File: src/rtl/bin2bcd_seq.sv
// bin2bcd_seq: sequential binary-to-BCD converter (double-dabble, one bit
// per clock) with a start/busy/done handshake.
// Optional leading-zero blanking is enabled by defining BIN2BCD_BLANK_EN;
// without it the blank port is tied to zero and no blanking logic exists.
module bin2bcd_seq #(
  parameter int BIT_SZ = 10,
  parameter int DIGITS = 4
) (
  input  logic                  clock,
  input  logic                  reset,
  input  logic                  start,
  input  logic [BIT_SZ-1:0]     bin_in,
  output logic                  busy,
  output logic                  done,
  output logic [4*DIGITS-1:0]   bcd_out,
  output logic [DIGITS-1:0]     blank
);

  localparam int CW = $clog2(BIT_SZ + 1);
  localparam int SW = 4 * DIGITS;

  typedef enum logic [1:0] {
    ST_IDLE   = 2'd0,
    ST_SHIFT  = 2'd1,
    ST_FINISH = 2'd2
  } state_t;

  state_t            r_state;
  state_t            w_state_next;
  logic [BIT_SZ-1:0] r_shift;
  logic [BIT_SZ-1:0] w_shift_next;
  logic [SW-1:0]     r_scratch;
  logic [SW-1:0]     w_scratch_next;
  logic [CW-1:0]     r_count;
  logic [CW-1:0]     w_count_next;
  logic [SW-1:0]     r_bcd;
  logic [SW-1:0]     w_bcd_next;
  logic              r_done;
  logic              w_done_next;
  logic [SW-1:0]     w_adj;

  // Add-3 correction: any scratch digit >= 5 gets +3 before the shift, so
  // that doubling it carries cleanly into the next digit.
  genvar gi;
  generate
    for (gi = 0; gi < DIGITS; gi = gi + 1) begin : g_adj
      assign w_adj[4*gi +: 4] = (r_scratch[4*gi +: 4] >= 4'd5) ?
                                (r_scratch[4*gi +: 4] + 4'd3) :
                                r_scratch[4*gi +: 4];
    end
  endgenerate

  // Next-state and datapath update; every register keeps its value by default.
  always_comb begin
    w_state_next   = r_state;
    w_shift_next   = r_shift;
    w_scratch_next = r_scratch;
    w_count_next   = r_count;
    w_bcd_next     = r_bcd;
    w_done_next    = 1'b0;
    case (r_state)
      ST_IDLE: begin
        if (start) begin
          w_shift_next   = bin_in;
          w_scratch_next = '0;
          w_count_next   = CW'(BIT_SZ);
          w_state_next   = ST_SHIFT;
        end
      end
      ST_SHIFT: begin
        // {scratch, shift} shifts left as one long register; the binary MSB
        // enters the units digit.
        w_shift_next   = {r_shift[BIT_SZ-2:0], 1'b0};
        w_scratch_next = {w_adj[SW-2:0], r_shift[BIT_SZ-1]};
        w_count_next   = r_count - CW'(1);
        if (r_count == CW'(1)) begin
          w_state_next = ST_FINISH;
        end
      end
      ST_FINISH: begin
        // Publish the whole result at once so bcd_out is never partial.
        w_bcd_next   = r_scratch;
        w_done_next  = 1'b1;
        w_state_next = ST_IDLE;
      end
      default: begin
        w_state_next = ST_IDLE;
      end
    endcase
  end

  // State and datapath registers; reset aborts any conversion in flight.
  always_ff @(posedge clock) begin
    if (reset) begin
      r_state   <= ST_IDLE;
      r_shift   <= '0;
      r_scratch <= '0;
      r_count   <= '0;
      r_bcd     <= '0;
      r_done    <= 1'b0;
    end else begin
      r_state   <= w_state_next;
      r_shift   <= w_shift_next;
      r_scratch <= w_scratch_next;
      r_count   <= w_count_next;
      r_bcd     <= w_bcd_next;
      r_done    <= w_done_next;
    end
  end

`ifdef BIN2BCD_BLANK_EN
  logic [DIGITS-1:0] r_blank;
  logic [DIGITS-1:0] w_blank_next;

  // Units digit is never blanked so a zero value still shows "0".
  assign w_blank_next[0] = 1'b0;
  generate
    for (gi = 1; gi < DIGITS; gi = gi + 1) begin : g_blank
      // Digit gi blanks only when it and every more significant digit are zero.
      assign w_blank_next[gi] = (r_scratch[SW-1:4*gi] == '0);
    end
  endgenerate

  // Blank flags update together with bcd_out on the finishing edge.
  always_ff @(posedge clock) begin
    if (reset) begin
      r_blank <= '0;
    end else if (r_state == ST_FINISH) begin
      r_blank <= w_blank_next;
    end
  end

  assign blank = r_blank;
`else
  assign blank = '0;
`endif

  assign busy    = (r_state != ST_IDLE);
  assign done    = r_done;
  assign bcd_out = r_bcd;

endmodule

File: config.mk
export PLATFORM = sky130hd
export DESIGN_NAME = bin2bcd_seq
export DESIGN_NICKNAME = d
export VERILOG_FILES = /design/src/rtl/bin2bcd_seq.sv
export SDC_FILE = /design/constraint.sdc
export NUM_CORES = 1
export LEC_CHECK = 0
export BUFFER_PORTS_ARGS = -buffer_cell sky130_fd_sc_hd__buf_2
export CORE_MARGIN = 2
export CORE_UTILIZATION = 25
export CTS_CLUSTER_SIZE = 20
export DETAILED_ROUTE_END_ITERATION = 8
export GPL_ROUTABILITY_DRIVEN = 0
export GPL_TIMING_DRIVEN = 0
export PLACE_DENSITY = 0.38
export SYNTH_ARGS = -nofsm -noshare
export SYNTH_HDL_FRONTEND = slang
export SYNTH_SLANG_ARGS = --single-unit
File: constraint.sdc
create_clock -name clock -period 1.9 [get_ports clock]
set_input_delay 0.095 -clock clock [delete_from_list [all_inputs] [get_ports clock]]
set_output_delay 0.095 -clock clock [all_outputs]
set_load 0.05 [all_outputs]
After elaboration in Yosys (flattened, before gate mapping) --
Index checks and enable logic that the tools add are counted.
Storage, ports and cells: register bits after elaboration 49, word-level logic and storage cells 39, bits of input ports 13
Operators by class: order comparisons 4, add/sub/neg operators 5, reduce and logical (&&, ||, !) cells 5, eq/ne operators 5, multiplexer cells 14
Operator list (number):
- case mux 16 bit (2 select lines) | 1
- case mux 10 bit (2 select lines) | 1
- >= comparator 4 x 3 -> 1 bit, second input constant | 4
- two-way mux 16 bit | 1
- two-way mux 4 bit | 4
- adder 4 x 2 -> 4 bit, second input constant | 3
- two-way mux 10 bit | 1
- case mux 4 bit (2 select lines) | 1
- == test 4 x 1 -> 1 bit, second input constant | 1
- two-way mux 2 bit | 2
- != test 2 bit, second input constant | 2
- case mux 2 bit (2 select lines) | 1
- AND reduction 2 bit | 2
- nonzero test 2 bit | 2
- subtractor 4 x 1 -> 4 bit, second input constant | 1
- adder 3 x 2 -> 3 bit, second input constant | 1
- two-way mux 3 bit | 1
- == test 2 x 1 -> 1 bit, second input constant | 1
- == test 2 bit, second input constant | 1
- zero test 2 bit | 1
- two-way mux 1 bit | 1

Depth between registers and ports, before layout --
Gate-level depths: netlist of run 1.
depth after elaboration 3, depth in mapped cells 6, gate-level depth less buffers 6

Worst setup path before layout of run 1 --
OpenSTA, ideal clock, no wires.
path kind register to register, from register r_scratch[9], to register r_scratch[10], slack 0.550 ns, library setup time 0.117 ns, path buffers 0, arrival time 1.233 ns, clock period less this slack 1.350 ns, stages on the path, launching flop included 7, path through dfxtp_1 inv_1 ha_1 nand2b_1 a21oi_1 mux2i_1 a22o_1
Between the ends: longest elaborated chain between the ends 3, elaborated cells on any way between the ends 4, classes of those cells add/sub: 1; order compare: 1; mux: 2
RTL lines:
- from (decl) | line 32 | logic [SW-1:0] r_scratch;
- from (signal assigned) | line 104 | r_scratch <= w_scratch_next;
- adder 4 x 2 -> 4 bit or >= comparator 4 x 3 -> 1 bit (tied branches) | line 48, 47
- two-way mux 4 bit * | line 47 | assign w_adj[4*gi +: 4] = (r_scratch[4*gi +: 4] >= 4'd5) ?
- case mux 16 bit (2 select lines) * | line 61 | case (r_state)
Every way passes the cells marked *; elsewhere a longest branch is shown, timed or not. A chain may end at the register's enable or synchronous reset.

Final worst setup path of run 1 --
from register r_state[0], to output busy
Between the ends: longest elaborated chain between the ends 1
RTL lines:
- from (decl) | line 28 | state_t r_state;
- from (signal assigned) | line 102 | r_state <= w_state_next;
- nonzero test 2 bit | line 138 | assign busy = (r_state != ST_IDLE);
- to (decl) | line 13 | output logic busy,
No other way between the ends.

==> results of run 1 <==
[power groups by stage]
stage	sequential (mW)	clock [mW]	combinational, mW
6_report	1.09	0.771	0.231
5_1_grt	1.09	0.838	0.261
4_1_cts	1.09	0.804	0.233
3_5_place_dp	1.11	0	0.232
3_3_place_gp	1.11	0	0.231
2_1_floorplan	1.10	0	0.172
[cells in the mapped netlist]
| cell type | count | area, um^2 |
|---|---|---|
| clkbuf_1 | 3 | 11.3 |
| conb_1 | 1 | 3.75 |
| buf_2 | 12 | 60.1 |
| a22o_1 | 11 | 96.3 |
| xnor2_1 | 4 | 35.0 |
| nand2b_1 | 6 | 37.5 |
| a311oi_1 | 1 | 8.76 |
| o22ai_1 | 3 | 18.8 |
| mux2_2 | 1 | 11.3 |
| a22oi_1 | 4 | 30.0 |
| and3_1 | 1 | 6.26 |
| o221a_2 | 3 | 33.8 |
| mux2i_1 | 4 | 40.0 |
| nor2b_1 | 4 | 25.0 |
| inv_1 | 16 | 60.1 |
| o21ai_0 | 10 | 50.1 |
| a221oi_2 | 1 | 15.0 |
| nor2_1 | 34 | 128 |
| nand3b_1 | 1 | 7.51 |
| a21oi_1 | 38 | 190 |
| or2_1 | 1 | 6.26 |
| inv_2 | 1 | 3.75 |
| ha_1 | 10 | 125 |
| or2_2 | 1 | 6.26 |
| clkbuf_2 | 1 | 5.00 |
| buf_4 | 5 | 37.5 |
| a2111oi_2 | 1 | 15.0 |
| a2111oi_1 | 2 | 20.0 |
| nand2_2 | 1 | 6.26 |
| a211oi_1 | 1 | 7.51 |
| nand2_1 | 33 | 124 |
| nor2_2 | 1 | 6.26 |
| nand3_1 | 4 | 20.0 |
| dfxtp_1 | 49 | 981 |
| xor2_1 | 3 | 26.3 |
| nor3_1 | 6 | 30.0 |
[metal layers]
| layer | global-route usage, % | share of wire (%) | up-vias | wire length, um |
|---|---|---|---|---|
| met1 | 15.8 | 49 | 912 | 2830 |
| li1 | - | - | 1010 | - |
| met3 | 2.46 | 3.5 | 5 | 200 |
| met5 | 0 | 0 | - | 0 |
| met4 | 2.85 | 0.75 | 0 | 43 |
| met2 | 20.5 | 47 | 32 | 2700 |
[cells by family after synthesis]
logic type / count (synthesis) / synth area share (%)
DFF: 49 / 42.9
other: 1 / 0.164
AOI/OAI and AO/OA: 75 / 21.2
muxes: 5 / 2.24
and+or+nand+nor: 93 / 17.6
xor gates and xnor gates: 7 / 2.68
adders and majority gates: 10 / 5.47
buffers and inverters: 38 / 7.76
[worst max-delay path: cells and delay by family, from the launching register on]
family                 cells  cell delay, ps
buffers and inverters      2             550
flip-flops                 1             480
AND/OR/NAND/NOR            1             150
[area by class of cell]
| cell class | count | share of cell area, % |
|---|---|---|
| tap | 108 | 5.02 |
| clock inverter | 2 | 1.44 |
| buffer | 21 | 4.23 |
| clock buffer | 6 | 2.70 |
| inverter | 17 | 2.37 |
| multi-input combinational | 194 | 42.4 |
| sequential | 49 | 36.4 |
| timing repair buffer | 29 | 5.39 |
[through the flow]
step,hold WS [ps],instances
2_1_floorplan,303,281
3_3_place_gp,401,418
3_5_place_dp,401,418
4_1_cts,81.2,426
5_1_grt,120,426
6_report,90.9,426
[layout by cell type (no fill, tap or decap), types with 6 or more instances in the layout]
master    synthesis  final
nor3_1            6      6
nand2b_1          6      6
nand2_1          33     33
nor2_1           34     34
buf_2            12     41
inv_1            16     16
a22o_1           11     11
dfxtp_1          49     49
o21ai_0          10     10
ha_1             10     10
a21oi_1          38     38
[sequential cells by signal, indices dropped and copies added, names as in the netlist]
signal and flops:
r_count 4, r_state 2, bcd_out 16, r_shift 10, done 1, r_scratch 16
[worst paths after layout]
kind / endpoint / startpoint / depth (start not counted) / slack [ps]
min: r_shift[5]$_SDFFE_PP0P_ / bin_in[5] / 3 / 90
max: busy / r_state[0]$_SDFFE_PP0P_ / 3 / 330
min reg2reg: bcd_out[11]$_SDFFE_PP0P_ / bcd_out[11]$_SDFFE_PP0P_ / 2 / 450
max reg2reg: r_scratch[2]$_SDFFE_PP0P_ / r_scratch[1]$_SDFFE_PP0P_ / 6 / 350
==> results by group, run 1 <==
GRT
  – First-pass GRT wire length: 9600 um
  – Gr usage total: between 10% and 20%
  – Antenna violations before repair: 0
  – Largest net degree at the start of global routing: 16
  – Gr ovfl total: 0
  – Vias in the first global route: 1899

Synthesis
  – Post-synthesis sequential area ratio: between 40% and 50%
  – Avg Cell Area, Syn: 8.23 um^2
  – Netlist cell types: 36
  – Synth Cell Area: between 0.002 and 0.0025 mm^2
  – Post-Syn Instances: 278
  – Register bit count reported by yosys: about 50
  – YS warnings: 0

Critical path
  – WS Path Type: reg2out
  – Critical Path Slowest Stage Cell: dfxtp_1
  – Most used cell, CP: buf_2
  – Critical Path RT: 1800 ps
  – Worst path max stage delay: 480 ps
  – Cells along the critical path: buf_2, or2_2, buf_2
  – Worst EP arrival: ~1500 ps
  – CP endpoint kind: output pin
  – Critical path startpoint category: flip-flop
  – Crit path max fanout: 10

Clock tree
  – Clock sink count: 49
  – Deepest level of the CTS H-tree: 2
  – Clk Latency, worst-skew pair: 310 ps
  – CTS clk-pin slew, worst paths: 90 ps
  – Setup Buffers After CTS: 0
  – CTS Root Cell: clkbuf_8
  – Post_cts resized: 0
  – CTS buffer count: 5
  – Cts hold-fix bufs: 0
  – Clock buffer depth: 2
  – CTS tree: done

Placed design
  – Dpl ws: 384 ps
  – Port bufs: 29
  – Area after DPL: 0.00258 mm^2
  – DP HPWL: 4020 um

Power
  – Pwr dens: 776 mW/mm^2
  – P_sw: approximately 0.55 mW
  – Int Power: 1.54 mW
  – Leakage: 1.13 nW
  – Gate power share: 11.1%
  – Sequential Power Share: 52.0%
  – Total chip power: 2.09 mW
  – Switching share of total power: 26.4%
  – Worst VDD drop: 0.380 mV
  – Clk pwr share: 36.9%

Cells and area
  – Design area: 0.00269 mm^2
  – Area of the multi-input gates: 0.00114 mm^2
  – Nets@finish: 340
  – ANT cells: 0
  – Synth-to-Final Area Change: 17.6%
  – Fillcell total: 967
  – Share of layout cells above drive strength 1: approximately 20%
  – Post-Route Utilization: 30.6%
  – Sequential cell area: 981 um^2

Timing
  – Tcrit/Tclk final: between 80 and 90%
  – Final Hold Viols: 0
  – Final setup viols: 0
  – Max Fclk: 0.636 GHz
  – RSZ-0062 raised after global routing: no
  – Final Slew Violations: 0
  – Worst Tran Pin Value: 566 ps
  – Slew HR: 62.2%
  – Clock skew: about 8.3 ps
  – Final setup margin: between 300 and 400 ps
  – Total Neg Setup Slack: 0 ps
  – Tmin final: 1570 ps

Floorplan
  – Die Span Y: 99.7 um
  – Cell Rows: 34
  – Die X-Extent: 99.7 um
  – Initial Util: 26.0%
  – Top-Level Pins: 35
  – Core area: 0.00881 mm^2
  – Full die area: 0.00994 mm^2

Detailed routing
  – Routed WL: between 5000 and 6000 um
  – DR pass1 iterations: 4
  – Initial DRC count: 65
  – Vias per cell: approximately 4.6
  – Drt wl/cell: 13.5 um
  – Total number of vias: 1959
  – Number of routed nets with antenna violations: 0
  – DRC Markers: 0

Hold path
  – Hold Crit Class: in2reg

Status
  – Outcome: finished, final reports clean

Flow run
  – # Max-Cap Violations: 0
Note: power is estimated with default switching activity, not from simulation.
==> run 2: changes to the inputs <==
--- a/config.mk
+++ b/config.mk
@@ -12,7 +12,7 @@
 export DETAILED_ROUTE_END_ITERATION = 8
 export GPL_ROUTABILITY_DRIVEN = 0
 export GPL_TIMING_DRIVEN = 0
-export PLACE_DENSITY = 0.38
+export PLACE_DENSITY = 0.39
 export SYNTH_ARGS = -nofsm -noshare
 export SYNTH_HDL_FRONTEND = slang
 export SYNTH_SLANG_ARGS = --single-unit
==> constraint.sdc (replaced) <==
create_clock -name clock -period 1.3 [get_ports clock]
set_input_delay 0.065 -clock clock [delete_from_list [all_inputs] [get_ports clock]]
set_output_delay 0.065 -clock clock [all_outputs]
set_load 0.05 [all_outputs]
==> run 2 against run 1 <==
Clock skew down 1.5 ps. Combinational power up 80%. Final cell count up 3.8%. Power up 50%. Setup slack worse by 320 ps. Largest cell class unchanged. Via count up 3.7%. Sequential power up 45%. Highest routed layer unchanged. Worst hold slack worse by 24 ps. Sequential cell count unchanged. Critical path type is now reg2reg. Critical path depth up 3.
==> results by group, run 2 (synthesis gave the netlist of run 1 again) <==
Status
  – Outcome: finished, final reports clean

GRT
  – Antenna violations before repair: 0
  – Gr usage total: 12.3%
  – Largest net degree at the start of global routing: 16
  – Gr ovfl total: 0
  – First-pass GRT wire length: 9700 um
  – Vias in the first global route: 1910

Clock tree
  – CTS buffer count: 5
  – Clock sink count: 49
  – CTS tree: done
  – Clock buffer depth: 2
  – CTS Root Cell: clkbuf_8
  – Deepest level of the CTS H-tree: 2
  – CTS clk-pin slew, worst paths: around 100 ps
  – Clk Latency, worst-skew pair: 300 ps

Cells and area
  – Fillcell total: 934
  – Sequential cell area: 0.00101 mm^2
  – Share of layout cells above drive strength 1: 37.1%
  – Commonest cells after routing, fill and taps aside: 37 x dfxtp_1, 34 x a21oi_1, 33 x nand2_1
  – ANT cells: 0
  – Nets@finish: 356
  – Non-filler cells, final: 442
  – Most common cell after layout, fill and taps aside: dfxtp_1
  – Area of the multi-input gates: 0.00138 mm^2
  – Synth-to-Final Area Change: 37.7%
  – Post-Route Utilization: 35.8%

Detailed routing
  – DRC Markers: 0
  – Drt wl/cell: 13.9 um
  – Number of routed nets with antenna violations: 0
  – Initial DRC count: 62
  – Vias per cell: 4.60
  – DR pass1 iterations: 4
  – Routed WL: 6140 um
  – Total number of vias: 2032

Critical path
  – Crit path max fanout: 3
  – Worst flop-to-flop path endpoint: r_scratch[6]$_SDFFE_PP0P_
  – WS Path Type: reg2reg
  – Worst EP arrival: 1540 ps
  – CP endpoint kind: flip-flop
  – Critical path startpoint category: flip-flop
  – Critical Path RT: 1550 ps
  – FF-to-FF Start: r_scratch[5]$_SDFFE_PP0P_
  – R2R cell count: 6
  – Worst R2R Setup Slack: 10 ps

Floorplan
  – Die X-Extent: 99.7 um
  – Initial Util: around a quarter
  – Top-Level Pins: 35
  – Die Span Y: about 100 um
  – Cell Rows: 34
  – Core area: 0.00881 mm^2
  – Full die area: 0.00994 mm^2

Timing
  – Worst Tran Pin Value: 626 ps
  – Max Fclk: approximately 0.78 GHz
  – Tmin final: 1290 ps
  – Clock skew: 6.79 ps
  – Final Slew Violations: 0
  – RSZ-0062 raised after global routing: yes
  – Final setup viols: 0
  – Total Neg Setup Slack: 0 ps
  – Final Hold Viols: 0
  – Worst Hold Slack: 66.6 ps
  – Final setup margin: 11.2 ps
  – Tcrit/Tclk final: ~100%
  – Slew HR: between 50% and 60%

Power
  – Worst VDD drop: 0.456 mV
  – Leakage: 1.28 nW
  – Pwr dens: 991 mW/mm^2

Hold path
  – Hold Crit Class: in2reg
  – Worst Hold Depth: 3
  – Hold Path Sink: r_shift[5]$_SDFFE_PP0P_
  – Hold_sp: bin_in[5]

Placed design
  – Port bufs: 29
  – Dpl ws: -229 ps
  – DP HPWL: 3930 um
  – DP Cell Count: ~420

Flow run
  – # Max-Cap Violations: 0
## run 2: changes by cell type in the layout (fill, tap and decap cells not counted), moves of 4 or more
cell	change
nand2b_1	-4
ha_4	+8
dfxtp_2	+5
dfxtp_4	+7
ha_1	-9
buf_2	-10
a21oi_4	+4
a21oi_1	-4
buf_4	+20
nand2b_4	+4
inv_1	-6
buf_6	+4
dfxtp_1	-12
## run 2: worst max path at each step
stage          slack (ps)                          to                        from
6_report               10   r_scratch[6]$_SDFFE_PP0P_   r_scratch[5]$_SDFFE_PP0P_
5_1_grt               -80   r_scratch[6]$_SDFFE_PP0P_   r_scratch[5]$_SDFFE_PP0P_
4_1_cts               -20   r_scratch[6]$_SDFFE_PP0P_   r_scratch[5]$_SDFFE_PP0P_
3_5_place_dp         -230   r_scratch[3]$_SDFFE_PP0P_     r_state[0]$_SDFFE_PP0P_
3_3_place_gp         -230  r_scratch[15]$_SDFFE_PP0P_     r_state[0]$_SDFFE_PP0P_
2_1_floorplan          10  r_scratch[14]$_SDFFE_PP0P_  r_scratch[13]$_SDFFE_PP0P_
## run 2: final cells by class
class                   instances  share of cell area, %
plain buffers                  20                   5.12
clock buffers                   6                   2.30
clock inverters                 2                   1.23
inverters                      17                   2.26
multi-input cells             194                   43.6
flip-flops and latches         49                   32.2
well taps                     108                   4.29
repair buffers                 46                   8.98
## run 2: what timing repair did
action                                  4_1_cts  5_1_grt
cloned                                        0        0
endpoints found under the setup margin       35       30
pin swaps                                     6       10
resized for setup                            38       55
hold buffers                                  0        0
setup buffers                                 9        8
## run 2: routing by layer
layer | share of wire (%) | wire length [um] | track usage [%] | vias to the layer above
met3 | 2.6 | 161 | 2.32 | 4
li1 | - | - | - | 1050
met1 | 51 | 3120 | 17.3 | 944
met5 | 0 | 0 | 0 | -
met4 | 0.60 | 37 | 2.53 | 0
met2 | 46 | 2820 | 19.8 | 34
## run 2: stage by stage
stage	cell area, um^2	power, mW
floorplan	2310	1.86
CTS	2870	3.14
global route	3150	3.27
finish	3150	3.12
global placement	2590	1.96
detailed placement	2590	1.96
## run 2: worst max-delay path, cell delays in order (launching register included)
cell and delay [ps]:
dfxtp_2 350, inv_2 70, ha_4 150, nand2b_4 140, a21oi_4 180, mux2i_1 220
a22o_1 140
## run 2: power breakdown
| group | total, mW | switching [mW] | internal, mW |
|---|---|---|---|
| clock network | 1.13 | 0.548 | 0.579 |
| logic | 0.416 | 0.241 | 0.175 |
| registers | 1.58 | 0.0409 | 1.54 |
==> run 3: changes to the inputs <==
--- a/config.mk
+++ b/config.mk
@@ -6,13 +6,13 @@
 export NUM_CORES = 1
 export LEC_CHECK = 0
 export BUFFER_PORTS_ARGS = -buffer_cell sky130_fd_sc_hd__buf_2
+export CORE_ASPECT_RATIO = 0.6
 export CORE_MARGIN = 2
 export CORE_UTILIZATION = 25
 export CTS_CLUSTER_SIZE = 20
 export DETAILED_ROUTE_END_ITERATION = 8
 export GPL_ROUTABILITY_DRIVEN = 0
 export GPL_TIMING_DRIVEN = 0
-export PLACE_DENSITY = 0.39
 export SYNTH_ARGS = -nofsm -noshare
 export SYNTH_HDL_FRONTEND = slang
 export SYNTH_SLANG_ARGS = --single-unit
==> run 3 against run 2 <==
Routed wire length rose by 0.80%. Clock power rose by 13%. Non-clock buffer count fell by 4. Combinational power fell by 6.0%. Sequential cell count did not move. Clock-buffer cell count fell by 1. Worst hold slack improved by 32 ps. Power rose by 4.3%. Core utilization fell by 0.23 points. Register-to-register slack barely moved. Critical path type unchanged.
==> results by group, run 3 (synthesis gave the netlist of run 1 again) <==
Status
  – Outcome: finished, final reports clean

Timing
  – Total Neg Setup Slack: 0 ps
  – Tcrit/Tclk final: 99.6%
  – RSZ-0062 raised after global routing: yes
  – Tmin final: 1290 ps
  – Worst Tran Pin Value: 582 ps
  – Final setup viols: 0
  – Final Slew Violations: 0
  – Final Hold Viols: 0
  – Slew HR: 61.2%
  – Clock skew: 6.35 ps
  – Max Fclk: 0.772 GHz

Clock tree
  – Cts hold-fix bufs: 0
  – CTS clk-pin slew, worst paths: 60 ps
  – CTS Root Cell: clkbuf_16
  – Deepest level of the CTS H-tree: 2
  – Clk Latency, worst-skew pair: ~300 ps
  – CTS buffer count: 5
  – Clock buffer depth: 2
  – CTS tree: done
  – Clock sink count: 49

Cells and area
  – Most common cell after layout, fill and taps aside: dfxtp_1
  – ANT cells: 0
  – Non-filler cells, final: 442
  – Commonest cells after routing, fill and taps aside: 38 x dfxtp_1, 34 x a21oi_1, 33 x nand2_1
  – Nets@finish: 352
  – Design area: 0.00309 mm^2
  – Share of layout cells above drive strength 1: 34.5%
  – Fillcell total: 849
  – Synth-to-Final Area Change: 34.9%

Critical path
  – Cells along the critical path: inv_1, ha_4, nand2b_4, a21oi_4, mux2i_1, a22o_1
  – Worst path max stage delay: 360 ps
  – CP endpoint kind: flip-flop
  – Critical Path Slowest Stage Cell: dfxtp_4
  – WS Path Type: reg2reg
  – Critical Path RT: 1540 ps
  – Worst EP arrival: 1530 ps
  – Crit path max fanout: 4
  – Critical path startpoint category: flip-flop

Floorplan
  – Initial Util: between 20% and 30%
  – Top-Level Pins: 35
  – Cell Rows: 26
  – Full die area: 0.00996 mm^2
  – Core area: 0.00869 mm^2
  – Die X-Extent: 128 um
  – Die Span Y: between 70 and 80 um

GRT
  – Gr usage total: 12.1%
  – Gr ovfl total: 0
  – Vias in the first global route: 1976
  – Antenna violations before repair: 0
  – First-pass GRT wire length: roughly 9400 um
  – Largest net degree at the start of global routing: 17

Power
  – Worst VDD drop: 0.460 mV
  – Leakage: 1.26 nW
  – Pwr dens: 1050 mW/mm^2
  – Total chip power: 3.26 mW

Placed design
  – DP Cell Count: 422
  – Port bufs: 29
  – Area after DPL: 0.00260 mm^2
  – DP HPWL: 4030 um

Detailed routing
  – Vias per cell: 4.68
  – Total number of vias: 2069
  – Drt wl/cell: 14.0 um
  – Number of routed nets with antenna violations: 0
  – DRC Markers: 0
  – DR pass1 iterations: 4
  – Routed WL: between 6000 and 7000 um
  – Initial DRC count: roughly 100

Flow run
  – # Max-Cap Violations: 0

Hold path
  – Hold Crit Class: in2reg
[run 3: changes by cell type in the layout (fill, tap and decap cells not counted), moves of 2 or more]
| cell | change |
|---|---|
| ha_4 | -2 |
| clkbuf_4 | +2 |
| clkinv_2 | +2 |
| buf_4 | -5 |
| dfxtp_4 | -2 |
| clkbuf_16 | +5 |
| clkbuf_8 | -5 |
[run 3: area by class of cell]
type	count	area, um^2	share of cell area [%]
tap	112	140	4.54
timing repair buffer	43	260	8.43
clock buffer	5	125	4.05
clock inverter	3	17.5	0.567
multi-input combinational	194	1330	42.9
inverter	17	71.3	2.31
sequential	49	1010	32.6
buffer	19	140	4.54
[run 3: metal layers]
metal  global-route usage (%)  wire length [um]  share of wire, %
met1                     14.9              2940                48
met2                     19.4              2820                45
met3                     3.82               341               5.5
met4                     5.49                92               1.5
met5                        0                 0                 0
[run 3: path summary, 6_finish.rpt]
| kind | from | endpoint | slack, ps | depth (start not counted) |
|---|---|---|---|---|
| setup / recovery | r_scratch[0]$_SDFFE_PP0P_ | r_scratch[2]$_SDFFE_PP0P_ | 5 | 6 |
| setup reg to reg | r_scratch[0]$_SDFFE_PP0P_ | r_scratch[2]$_SDFFE_PP0P_ | 5 | 6 |
| hold reg to reg | bcd_out[12]$_SDFFE_PP0P_ | bcd_out[12]$_SDFFE_PP0P_ | 450 | 2 |
| hold / removal | bin_in[5] | r_shift[5]$_SDFFE_PP0P_ | 100 | 3 |
[run 3: power breakdown]
part	internal, mW	total [mW]	switching [mW]
logic	0.160	0.391	0.231
registers	1.54	1.58	0.0399
clock network	0.706	1.28	0.578
total	2.41	3.26	0.849
[run 3: worst max-delay path, delay by kind of cell, from the launching register on]
family                   cells  cell delay, ps
AND/OR/NAND/NOR              1              60
buffers and inverters        1             100
multiplexers                 1             210
adder cells (fa/ha/maj)      1             170
flip-flops                   1             360
AO/OA/AOI/OAI                2             340
[run 3: timing repair]
action                                 4_1_cts  5_1_grt
resized for setup                           36       38
pin swaps                                    8        9
setup endpoints to repair                   34       33
buffers inserted                            10        4
endpoints found under the hold margin        0        0
[run 3: stage by stage]
step / hold WS (ps) / worst slack, ps / utilization [%]
floorplan: 273 / 14.9 / -
global placement: 372 / -143 / 29.9
detailed placement: 389 / -141 / 29.9
CTS: 86.9 / 2.74 / 33.4
global route: 116 / -52.9 / 35.6
finish: 98.3 / 5.22 / 35.6
